## config.mk

```make
export PLATFORM = sky130hd
export DESIGN_NAME = cp0_regfile_flat
export DESIGN_NICKNAME = d
export VERILOG_FILES = /design/src/rtl/cp0_if.sv /design/src/rtl/cp0_regfile.sv /design/src/flat_wrapper.sv
export SDC_FILE = /design/constraint.sdc
export NUM_CORES = 1
export LEC_CHECK = 0
export CAP_MARGIN = 20
export CORE_ASPECT_RATIO = 1.2
export CORE_MARGIN = 8
export CORE_UTILIZATION = 43
export DETAILED_ROUTE_END_ITERATION = 8
export GPL_TIMING_DRIVEN = 1
export PLACE_DENSITY = 0.87
export SYNTH_ARGS = -nofsm -noshare
export SYNTH_HDL_FRONTEND = slang
export SYNTH_SLANG_ARGS = --single-unit
```

## constraint.sdc

```tcl
create_clock -name clk -period 2.51 [get_ports clk]
set_clock_uncertainty 0.05 [all_clocks]
set_input_delay 0.3765 -clock clk [delete_from_list [all_inputs] [get_ports clk]]
set_output_delay 0.3765 -clock clk [all_outputs]
set_load 0.05 [all_outputs]
```

## src/rtl/cp0_if.sv

```systemverilog
// cp0_if: MIPS CP0 register file bus; master drives mtc0/mfc0/exception inputs, slave is the register file.
interface cp0_if;
    logic        we_i;
    logic [4:0]  waddr_i;
    logic [4:0]  raddr_i;
    logic [31:0] data_i;
    logic [5:0]  int_i;
    logic [31:0] excepttype_i;
    logic [31:0] current_inst_addr_i;
    logic        is_in_delayslot_i;
    logic [31:0] bad_addr_i;
    logic [31:0] data_o;
    logic [31:0] count_o;
    logic [31:0] compare_o;
    logic [31:0] status_o;
    logic [31:0] cause_o;
    logic [31:0] epc_o;
    logic [31:0] badvaddr_o;
    logic        timer_int_o;
    modport master (
        output we_i, waddr_i, raddr_i, data_i, int_i, excepttype_i,
               current_inst_addr_i, is_in_delayslot_i, bad_addr_i,
        input  data_o, count_o, compare_o, status_o, cause_o, epc_o,
               badvaddr_o, timer_int_o
    );
    modport slave (
        input  we_i, waddr_i, raddr_i, data_i, int_i, excepttype_i,
               current_inst_addr_i, is_in_delayslot_i, bad_addr_i,
        output data_o, count_o, compare_o, status_o, cause_o, epc_o,
               badvaddr_o, timer_int_o
    );
endinterface

```

## src/rtl/cp0_regfile.sv

```systemverilog
// cp0_regfile: CP0 EPC/Cause/Status/BadVAddr/Count/Compare; timer interrupt enabled by CP0_TIMER_INT_EN.
module cp0_regfile (
    input logic  clk,
    input logic  resetn,
    cp0_if.slave bus
);
    logic        r_tick;
    logic [31:0] r_count;
    logic [31:0] r_compare;
    logic        r_timer_int;
    logic [7:0]  r_im;
    logic        r_exl;
    logic        r_ie;
    logic        r_bd;
    logic [5:0]  r_ip_hw;
    logic [1:0]  r_ip_sw;
    logic [4:0]  r_exccode;
    logic [31:0] r_epc;
    logic [31:0] r_badvaddr;
    logic        w_exc;
    logic        w_badv;
    logic        w_eret;
    logic        w_hit;
    logic        w_wr_count;
    logic        w_wr_compare;
    logic [31:0] w_status;
    logic [31:0] w_cause;

`ifdef CP0_TIMER_INT_EN
    assign w_hit = (r_compare != 32'h0) && (r_count == r_compare);
`else
    assign w_hit = 1'b0;
`endif

    assign w_wr_count   = bus.we_i && bus.waddr_i == 5'd9;
    assign w_wr_compare = bus.we_i && bus.waddr_i == 5'd11;
    assign w_status     = {9'b0, 1'b1, 6'b0, r_im, 6'b0, r_exl, r_ie};
    assign w_cause      = {r_bd, r_timer_int, 14'b0, r_ip_hw, r_ip_sw, 1'b0, r_exccode, 2'b0};

    // Decode the MEM-stage exception code into commit / address-error / eret strobes
    always_comb begin
        w_badv = bus.excepttype_i == 32'h4 || bus.excepttype_i == 32'h5;
        w_exc  = bus.excepttype_i == 32'h1 || w_badv || bus.excepttype_i == 32'h8 ||
                 bus.excepttype_i == 32'h9 || bus.excepttype_i == 32'ha || bus.excepttype_i == 32'hc;
        w_eret = bus.excepttype_i == 32'he;
    end

    // Half-rate Count, Compare, and the sticky timer interrupt (Compare write clears it, winning over a match)
    always_ff @(posedge clk or negedge resetn) begin
        if (!resetn) begin
            r_tick      <= 1'b0;
            r_count     <= 32'h0;
            r_compare   <= 32'h0;
            r_timer_int <= 1'b0;
        end else begin
            r_tick      <= w_wr_count ? 1'b0 : ~r_tick;
            r_count     <= w_wr_count ? bus.data_i : r_count + {31'b0, r_tick};
            r_compare   <= w_wr_compare ? bus.data_i : r_compare;
            r_timer_int <= !w_wr_compare && (r_timer_int || w_hit);
        end
    end

    // Exception/eret commit takes priority over mtc0 to Status/Cause/EPC; hardware IP reloads every cycle
    always_ff @(posedge clk or negedge resetn) begin
        if (!resetn) begin
            r_im       <= 8'h0;
            r_exl      <= 1'b0;
            r_ie       <= 1'b0;
            r_bd       <= 1'b0;
            r_ip_hw    <= 6'h0;
            r_ip_sw    <= 2'h0;
            r_exccode  <= 5'h0;
            r_epc      <= 32'h0;
            r_badvaddr <= 32'h0;
        end else begin
            r_ip_hw <= {bus.int_i[5] | r_timer_int, bus.int_i[4:0]};
            if (w_exc) begin
                if (!r_exl) begin
                    r_epc <= bus.is_in_delayslot_i ? bus.current_inst_addr_i - 32'd4 : bus.current_inst_addr_i;
                    r_bd  <= bus.is_in_delayslot_i;
                end
                r_exl     <= 1'b1;
                r_exccode <= bus.excepttype_i == 32'h1 ? 5'h0 : bus.excepttype_i[4:0];
                if (w_badv) r_badvaddr <= bus.bad_addr_i;
            end else if (w_eret) begin
                r_exl <= 1'b0;
            end else if (bus.we_i) begin
                if (bus.waddr_i == 5'd12) {r_im, r_exl, r_ie} <= {bus.data_i[15:8], bus.data_i[1:0]};
                if (bus.waddr_i == 5'd13) r_ip_sw <= bus.data_i[9:8];
                if (bus.waddr_i == 5'd14) r_epc <= bus.data_i;
            end
        end
    end

    // mfc0 read mux over current register state; unimplemented numbers read zero
    always_comb begin
        bus.data_o = bus.raddr_i == 5'd8  ? r_badvaddr :
                     bus.raddr_i == 5'd9  ? r_count :
                     bus.raddr_i == 5'd11 ? r_compare :
                     bus.raddr_i == 5'd12 ? w_status :
                     bus.raddr_i == 5'd13 ? w_cause :
                     bus.raddr_i == 5'd14 ? r_epc : 32'h0;
    end

    assign bus.count_o     = r_count;
    assign bus.compare_o   = r_compare;
    assign bus.status_o    = w_status;
    assign bus.cause_o     = w_cause;
    assign bus.epc_o       = r_epc;
    assign bus.badvaddr_o  = r_badvaddr;
    assign bus.timer_int_o = r_timer_int;
endmodule

```

## src/flat_wrapper.sv

```systemverilog
// flat-port wrapper written by rule: the top's interface ports become plain ports
module cp0_regfile_flat 
  (clk, resetn, bus_we_i, bus_waddr_i, bus_raddr_i, bus_data_i, bus_int_i, bus_excepttype_i, bus_current_inst_addr_i, bus_is_in_delayslot_i, bus_bad_addr_i, bus_data_o, bus_count_o, bus_compare_o, bus_status_o, bus_cause_o, bus_epc_o, bus_badvaddr_o, bus_timer_int_o);
  cp0_if bus_i ();
  input logic clk;
  input logic resetn;
  input wire logic [$bits(bus_i.we_i)-1:0] bus_we_i;
  input wire logic [$bits(bus_i.waddr_i)-1:0] bus_waddr_i;
  input wire logic [$bits(bus_i.raddr_i)-1:0] bus_raddr_i;
  input wire logic [$bits(bus_i.data_i)-1:0] bus_data_i;
  input wire logic [$bits(bus_i.int_i)-1:0] bus_int_i;
  input wire logic [$bits(bus_i.excepttype_i)-1:0] bus_excepttype_i;
  input wire logic [$bits(bus_i.current_inst_addr_i)-1:0] bus_current_inst_addr_i;
  input wire logic [$bits(bus_i.is_in_delayslot_i)-1:0] bus_is_in_delayslot_i;
  input wire logic [$bits(bus_i.bad_addr_i)-1:0] bus_bad_addr_i;
  output wire logic [$bits(bus_i.data_o)-1:0] bus_data_o;
  output wire logic [$bits(bus_i.count_o)-1:0] bus_count_o;
  output wire logic [$bits(bus_i.compare_o)-1:0] bus_compare_o;
  output wire logic [$bits(bus_i.status_o)-1:0] bus_status_o;
  output wire logic [$bits(bus_i.cause_o)-1:0] bus_cause_o;
  output wire logic [$bits(bus_i.epc_o)-1:0] bus_epc_o;
  output wire logic [$bits(bus_i.badvaddr_o)-1:0] bus_badvaddr_o;
  output wire logic [$bits(bus_i.timer_int_o)-1:0] bus_timer_int_o;
  assign bus_i.we_i = bus_we_i;
  assign bus_i.waddr_i = bus_waddr_i;
  assign bus_i.raddr_i = bus_raddr_i;
  assign bus_i.data_i = bus_data_i;
  assign bus_i.int_i = bus_int_i;
  assign bus_i.excepttype_i = bus_excepttype_i;
  assign bus_i.current_inst_addr_i = bus_current_inst_addr_i;
  assign bus_i.is_in_delayslot_i = bus_is_in_delayslot_i;
  assign bus_i.bad_addr_i = bus_bad_addr_i;
  assign bus_data_o = bus_i.data_o;
  assign bus_count_o = bus_i.count_o;
  assign bus_compare_o = bus_i.compare_o;
  assign bus_status_o = bus_i.status_o;
  assign bus_cause_o = bus_i.cause_o;
  assign bus_epc_o = bus_i.epc_o;
  assign bus_badvaddr_o = bus_i.badvaddr_o;
  assign bus_timer_int_o = bus_i.timer_int_o;
  cp0_regfile u_core (.clk(clk), .resetn(resetn), .bus(bus_i));
endmodule
```

Yosys cells after proc, flatten, opt, wreduce, memory -nomap -nowiden
Cells that the tools add are included.

Bitwise gates (word level): 5. Equality and inequality tests: 21. Mux-type cells: 19. Add/subtract/negate cells: 2. Reductions and logical operators: 20.

Operators by type and width (number): two-way mux 32 bit (13); == test 32 x 4 -> 1 bit, second input constant (5); == test 32 x 3 -> 1 bit, second input constant (2); == test 5 x 4 -> 1 bit, second input constant (11); adder 32 x 1 -> 32 bit (1); == test 32 x 1 -> 1 bit, second input constant (1); subtractor 32 x 3 -> 32 bit, second input constant (1); AND reduction 4 bit (3); logical OR 1 bit (6); AND reduction 2 bit (3); nonzero test 3 bit (2); two-way mux 1 bit (5); two-way mux 5 bit (1); inverter 1 bit (4); nonzero test 2 bit (2); logical AND 1 bit (3); inequality test 2 x 1 -> 1 bit, second input constant (1); inequality test 2 bit, second input constant (1); zero test 1 bit (1); OR 1 bit (1).

Logic and storage cells: 80. Input port bits: 148. Bits in registers: 154. Output and inout bits: 225.

Longest topological paths before layout
Word-level depth: 9. Depth in mapped cells: 8. Mapped depth without buffers: 7.

Least setup slack after synthesis
No wires, ideal clock.

Path type: in2out. Start: in bus_raddr_i[0]. End: out bus_data_o[15]. Stages: 6. Buffers on the path: 1. Slack: -0.343 ns. Arrival time: 2.427 ns. Required time: 2.084 ns. Cells stage by stage: inv_1 -> nor4_1 -> clkbuf_1 -> a22o_1 -> a21oi_1 -> a31oi_1.

Longest elaborated chain between the ends: 7. Elaborated cells on any way between the ends: 12. Classes of those cells: eq/ne (6); mux (6).

Ends and longest elaborated chain: from (decl) (line flat_wrapper.sv:9) `input wire logic [$bits(bus_i.raddr_i)-1:0] bus_raddr_i;`; == test 5 x 4 -> 1 bit (line cp0_regfile.sv:102) `bus.raddr_i == 5'd14 ? r_epc : 32'h0;`; two-way mux 32 bit (line cp0_regfile.sv:102); two-way mux 32 bit (line cp0_regfile.sv:101) `bus.raddr_i == 5'd13 ? w_cause :`; two-way mux 32 bit (line cp0_regfile.sv:100) `bus.raddr_i == 5'd12 ? w_status :`; two-way mux 32 bit (line cp0_regfile.sv:99) `bus.raddr_i == 5'd11 ? r_compare :`; two-way mux 32 bit (line cp0_regfile.sv:98) `bus.raddr_i == 5'd9 ? r_count :`; two-way mux 32 bit * (line cp0_regfile.sv:97) `bus.data_o = bus.raddr_i == 5'd8 ? r_badvaddr :`; to (decl) (line flat_wrapper.sv:16) `output wire logic [$bits(bus_i.data_o)-1:0] bus_data_o;`.

Every way passes the cells marked *; elsewhere a longest branch is shown, timed or not.

Final worst setup path
Start: in bus_raddr_i[0]. End: out bus_data_o[8].

Same word-level chain as after synthesis.

==> Implementation_results.wiki <==
{| class="wikitable"
! Metric !! Value
|-
| Result of the run || finished, final reports clean
|-
| Fraction of the yosys area taken by sequential cells || 0.4427
|-
| Non-filler cells, final || 1547
|-
| Area overhead of the layout relative to synthesis || 59.68%
|-
| Max-capacitance violation count || 0
|-
| Most common cell after layout, fill and taps aside || sky130_fd_sc_hd__clkdlybuf4s50_1
|-
| Chip Height || 171.9 microns
|-
| Combinational share of power || 0.417
|-
| Detailed-route DRC error count || 0
|-
| Critical path start-end classification || in2out
|-
| Share of cells above drive strength 1 || 0.2313
|-
| Most common cell on crit path || sky130_fd_sc_hd__buf_4
|-
| Maximum clock path buffer count || 2
|-
| Sw Pwr || 4.677 mW
|-
| Power density of the placed cells || 799.8 nW/um^2
|-
| Type of origin of the critical path || input pin
|-
| Clk pin slew, worst setup/hold paths || 0.06 ns
|-
| Number of buffer cells added on primary ports || 333
|-
| Top library cells by usage in the layout, fill and taps aside || 295 x sky130_fd_sc_hd__clkdlybuf4s50_1, 154 x sky130_fd_sc_hd__dfrtp_1, 131 x sky130_fd_sc_hd__nor2_1
|-
| Final nets || 1418
|-
| Post-synthesis register bit count || 154
|-
| Proportion of power drawn by flip-flops and latches || 0.325
|-
| Initial antenna violation count || 3
|-
| Final TNS setup || 0 ns
|-
| Wire length after detailed routing || 37190 microns
|-
| Number of nets with antenna violations after detailed routing || 0
|-
| RePlAce Congestion || 0.9498
|-
| Post-synthesis average cell area || 9.982 sq um
|-
| Number of placement rows || 57
|-
| Overall track demand over capacity in global routing || 0.2911
|-
| Yosys top cell by area || sky130_fd_sc_hd__dfrtp_1
|-
| Num CTS Buffers || 17
|-
| Library cell contributing the largest single delay on the critical path || sky130_fd_sc_hd__dlygate4sd2_1
|-
| Worst setup slack for register-to-register paths || 0.41 ns
|-
| Maximum clock rate || 407.7 MHz
|-
| First-pass GRT wire length || 55560 microns
|-
| Critical Path RT || 2.08 ns
|-
| Proportion of power drawn by the clock network || 0.259
|-
| Setup repair after global routing missed its margin || false
|-
| Placement-stage cell area || 13090 sq um
|-
| Boundary Pins || 373
|-
| Effective utilization at floorplan || 0.4344
|-
| Switching part of the total || 0.4207
|-
| Cell area after synthesis || 8705 sq um
|-
| Delay contributed by the slowest stage of the critical path || 0.31 ns
|-
| Final clock period utilization by the worst path || 0.9772
|-
| Worst-case vdd ir drop || 0.0004996 V
|-
| FFs w/ async S/R, synth || 1.000
|-
| Post-Place Cells || 1506
|-
| Detail Placement HPWL || 28760 microns
|-
| Average routed wire per standard cell || 24.04 microns
|-
| Routed vias/inst || 5.672
|-
| Number of vias after detailed routing || 8775
|-
| Violation count after the first detailed-routing iteration || 947
|-
| Latest clock arrival within the worst-skew pair || 0.43 ns
|-
| Syn Inst Count || 872
|-
| HP Class || in2reg
|-
| Total design power || 11.12 mW
|-
| First-pass iteration count of the detailed router || 5
|-
| Die width || 145.9 microns
|-
| Area of the placeable core || 20040 sq um
|-
| Max-slew headroom || 0.6045
|-
| Ordered cell list for the critical path || dlygate4sd2_1 -> buf_4 -> nor4_4 -> buf_4 -> a22o_1 -> a21oi_1 -> a31oi_2 -> buf_12
|-
| Post-place setup slack || -0.4536 ns
|-
| Grt total ovfl || 0
|-
| Via count of the first global-routing pass || 9031
|-
| TritonCTS clock tree || done
|-
| Measured slew at the worst slew-check pin || 0.5914 ns
|-
| Shortest clock period the worst path allows after layout || 2.453 ns
|-
| Most common flop cell mapped by yosys || sky130_fd_sc_hd__dfrtp_1
|-
| Number of sinks driven by the clock tree || 154
|-
| Endpoint arrival time on the critical path || 2.03 ns
|-
| Number of distinct standard cells referenced by the synthesized netlist || 51
|-
| Share of Yosys cell area claimed by the top area cell type || 0.4427
|-
| Total Die Area || 25070 sq um
|-
| Maximum fanout along the worst path || 5
|-
| Total count of max-transition violations in the final report || 0
|-
| Total number of yosys warnings || 0
|-
| Leakage power || 5.811 nW
|-
| Clock root buffer || sky130_fd_sc_hd__clkbuf_16
|-
| H-tree levels || 4
|-
| Setup violators final || 0
|-
| Number of enable-type register cells in the synthesized netlist || 0
|-
| Power Internal || 6.440 mW
|-
| Largest net degree at the start of global routing || 64
|-
| Endpoints failing hold || 0
|-
| Smallest setup slack after layout || 0.05718 ns
|-
| Kind of end point of the critical path || primary output
|-
| Final instance area || 13900 sq um
|-
| Leading post-synthesis cells by cell area || sky130_fd_sc_hd__dfrtp_1 44%, sky130_fd_sc_hd__mux2_2 10%, sky130_fd_sc_hd__nor2_1 5.7%
|}
-- cell families (layout without fill, tap and decap cells) --
family | after synthesis | count (layout) | synth area share
simple gates | 303 | 303 | 0.1777
compound gates | 161 | 161 | 0.1364
flops | 154 | 154 | 0.4427
buf+inv | 103 | 474 | 0.06698
mux | 88 | 88 | 0.1127
xor+xnor | 58 | 58 | 0.05836
fa+ha+maj | 3 | 3 | 0.004313
other cells | 2 | 41 | 0.0008628
-- per-layer routing --
layer | up-vias | GRT usage | wire length (microns)
met5 | - | 0 | 14
met4 | 2 | 0.1333 | 1387
met3 | 88 | 0.06361 | 2996
met2 | 515 | 0.4942 | 18600
met1 | 4316 | 0.3502 | 14190
li1 | 3854 | - | -
-- final timing paths --
check                                           startpoint                               endpoint  depth (start not counted)
hold / removal                                bus_int_i[2]            u_core.r_ip_hw[2]$_DFF_PN0_                          1
setup reg to reg           u_core.bus.count_o[0]$_DFF_PN0_       u_core.bus.count_o[24]$_DFF_PN0_                          8
min in group asynchronous                           resetn  u_core.bus.badvaddr_o[25]$_DFFE_PN0P_                          2
setup / recovery                            bus_raddr_i[0]                          bus_data_o[8]                          8
hold reg to reg                    u_core.r_tick$_DFF_PN0_                u_core.r_tick$_DFF_PN0_                          1
max in group asynchronous                           resetn   u_core.bus.compare_o[24]$_DFFE_PN0P_                          3
-- power groups by stage --
stage / combinational [mW] / clock (mW) / sequential [mW]
floorplan: 1.24 / 0 / 5.01
global placement: 4.54 / 0 / 3.58
detailed placement: 4.59 / 0 / 3.60
CTS: 4.64 / 2.89 / 3.58
global route: 4.82 / 2.99 / 3.65
finish: 4.63 / 2.88 / 3.61
-- registers in the layout (all words and copies together) (netlist names) --
name,count
u_core.r_ip_sw,2
u_core.r_ip_hw,6
u_core.r_im,8
u_core.r_tick,1
u_core.r_ie,1
u_core.bus.compare_o,32
u_core.bus.epc_o,32
u_core.r_bd,1
u_core.r_exccode,5
u_core.bus.badvaddr_o,32
u_core.r_exl,1
u_core.bus.timer_int_o,1
u_core.bus.count_o,32
-- per-stage QoR --
step / util / hold slack [ns]
after floorplan: - / 0.03091
after global placement: 0.6529 / 0.3308
after detailed placement: 0.6529 / 0.3321
after CTS: 0.6926 / 0.3162
after global routing: 0.6936 / 0.3317
final: 0.6936 / 0.3287
-- synthesized netlist by cell type (all sizes together), types with 25 or more instances --
master and count:
nor4 27, clkbuf 28, buf 61, a221oi 34
nand2 47, a22oi 25, nor2 133, mux2 80
dfrtp 154, a21oi 48, o21ai 25, xnor2 45
-- worst max-delay path: cells and delay by family --
kind	cells	cell delay, ns
compound gates	3	0.46
buf+inv	4	0.88
simple gates	1	0.31
-- final cells by class --
type / count / area (sq um)
diodes: 2 / 5.005
clock buffers: 21 / 460.4
clock inverters: 11 / 192.7
fillers: 1469 / 6141
inverters: 14 / 52.55
multi-input cells: 652 / 4587
flip-flops and latches: 154 / 3854
well taps: 265 / 331.6
repair buffers: 428 / 4417
-- repair_timing --
item | in CTS | in global routing
hold buffers | 1 | 0
buffers inserted | 3 | 0
endpoints found under the hold margin | 52 | 0
endpoints found under the setup margin | 33 | 39
gates resized for setup | 27 | 2
gates cloned | 3 | 0
pin swaps | 4 | 2
Power figures use the tool's default switching activity.
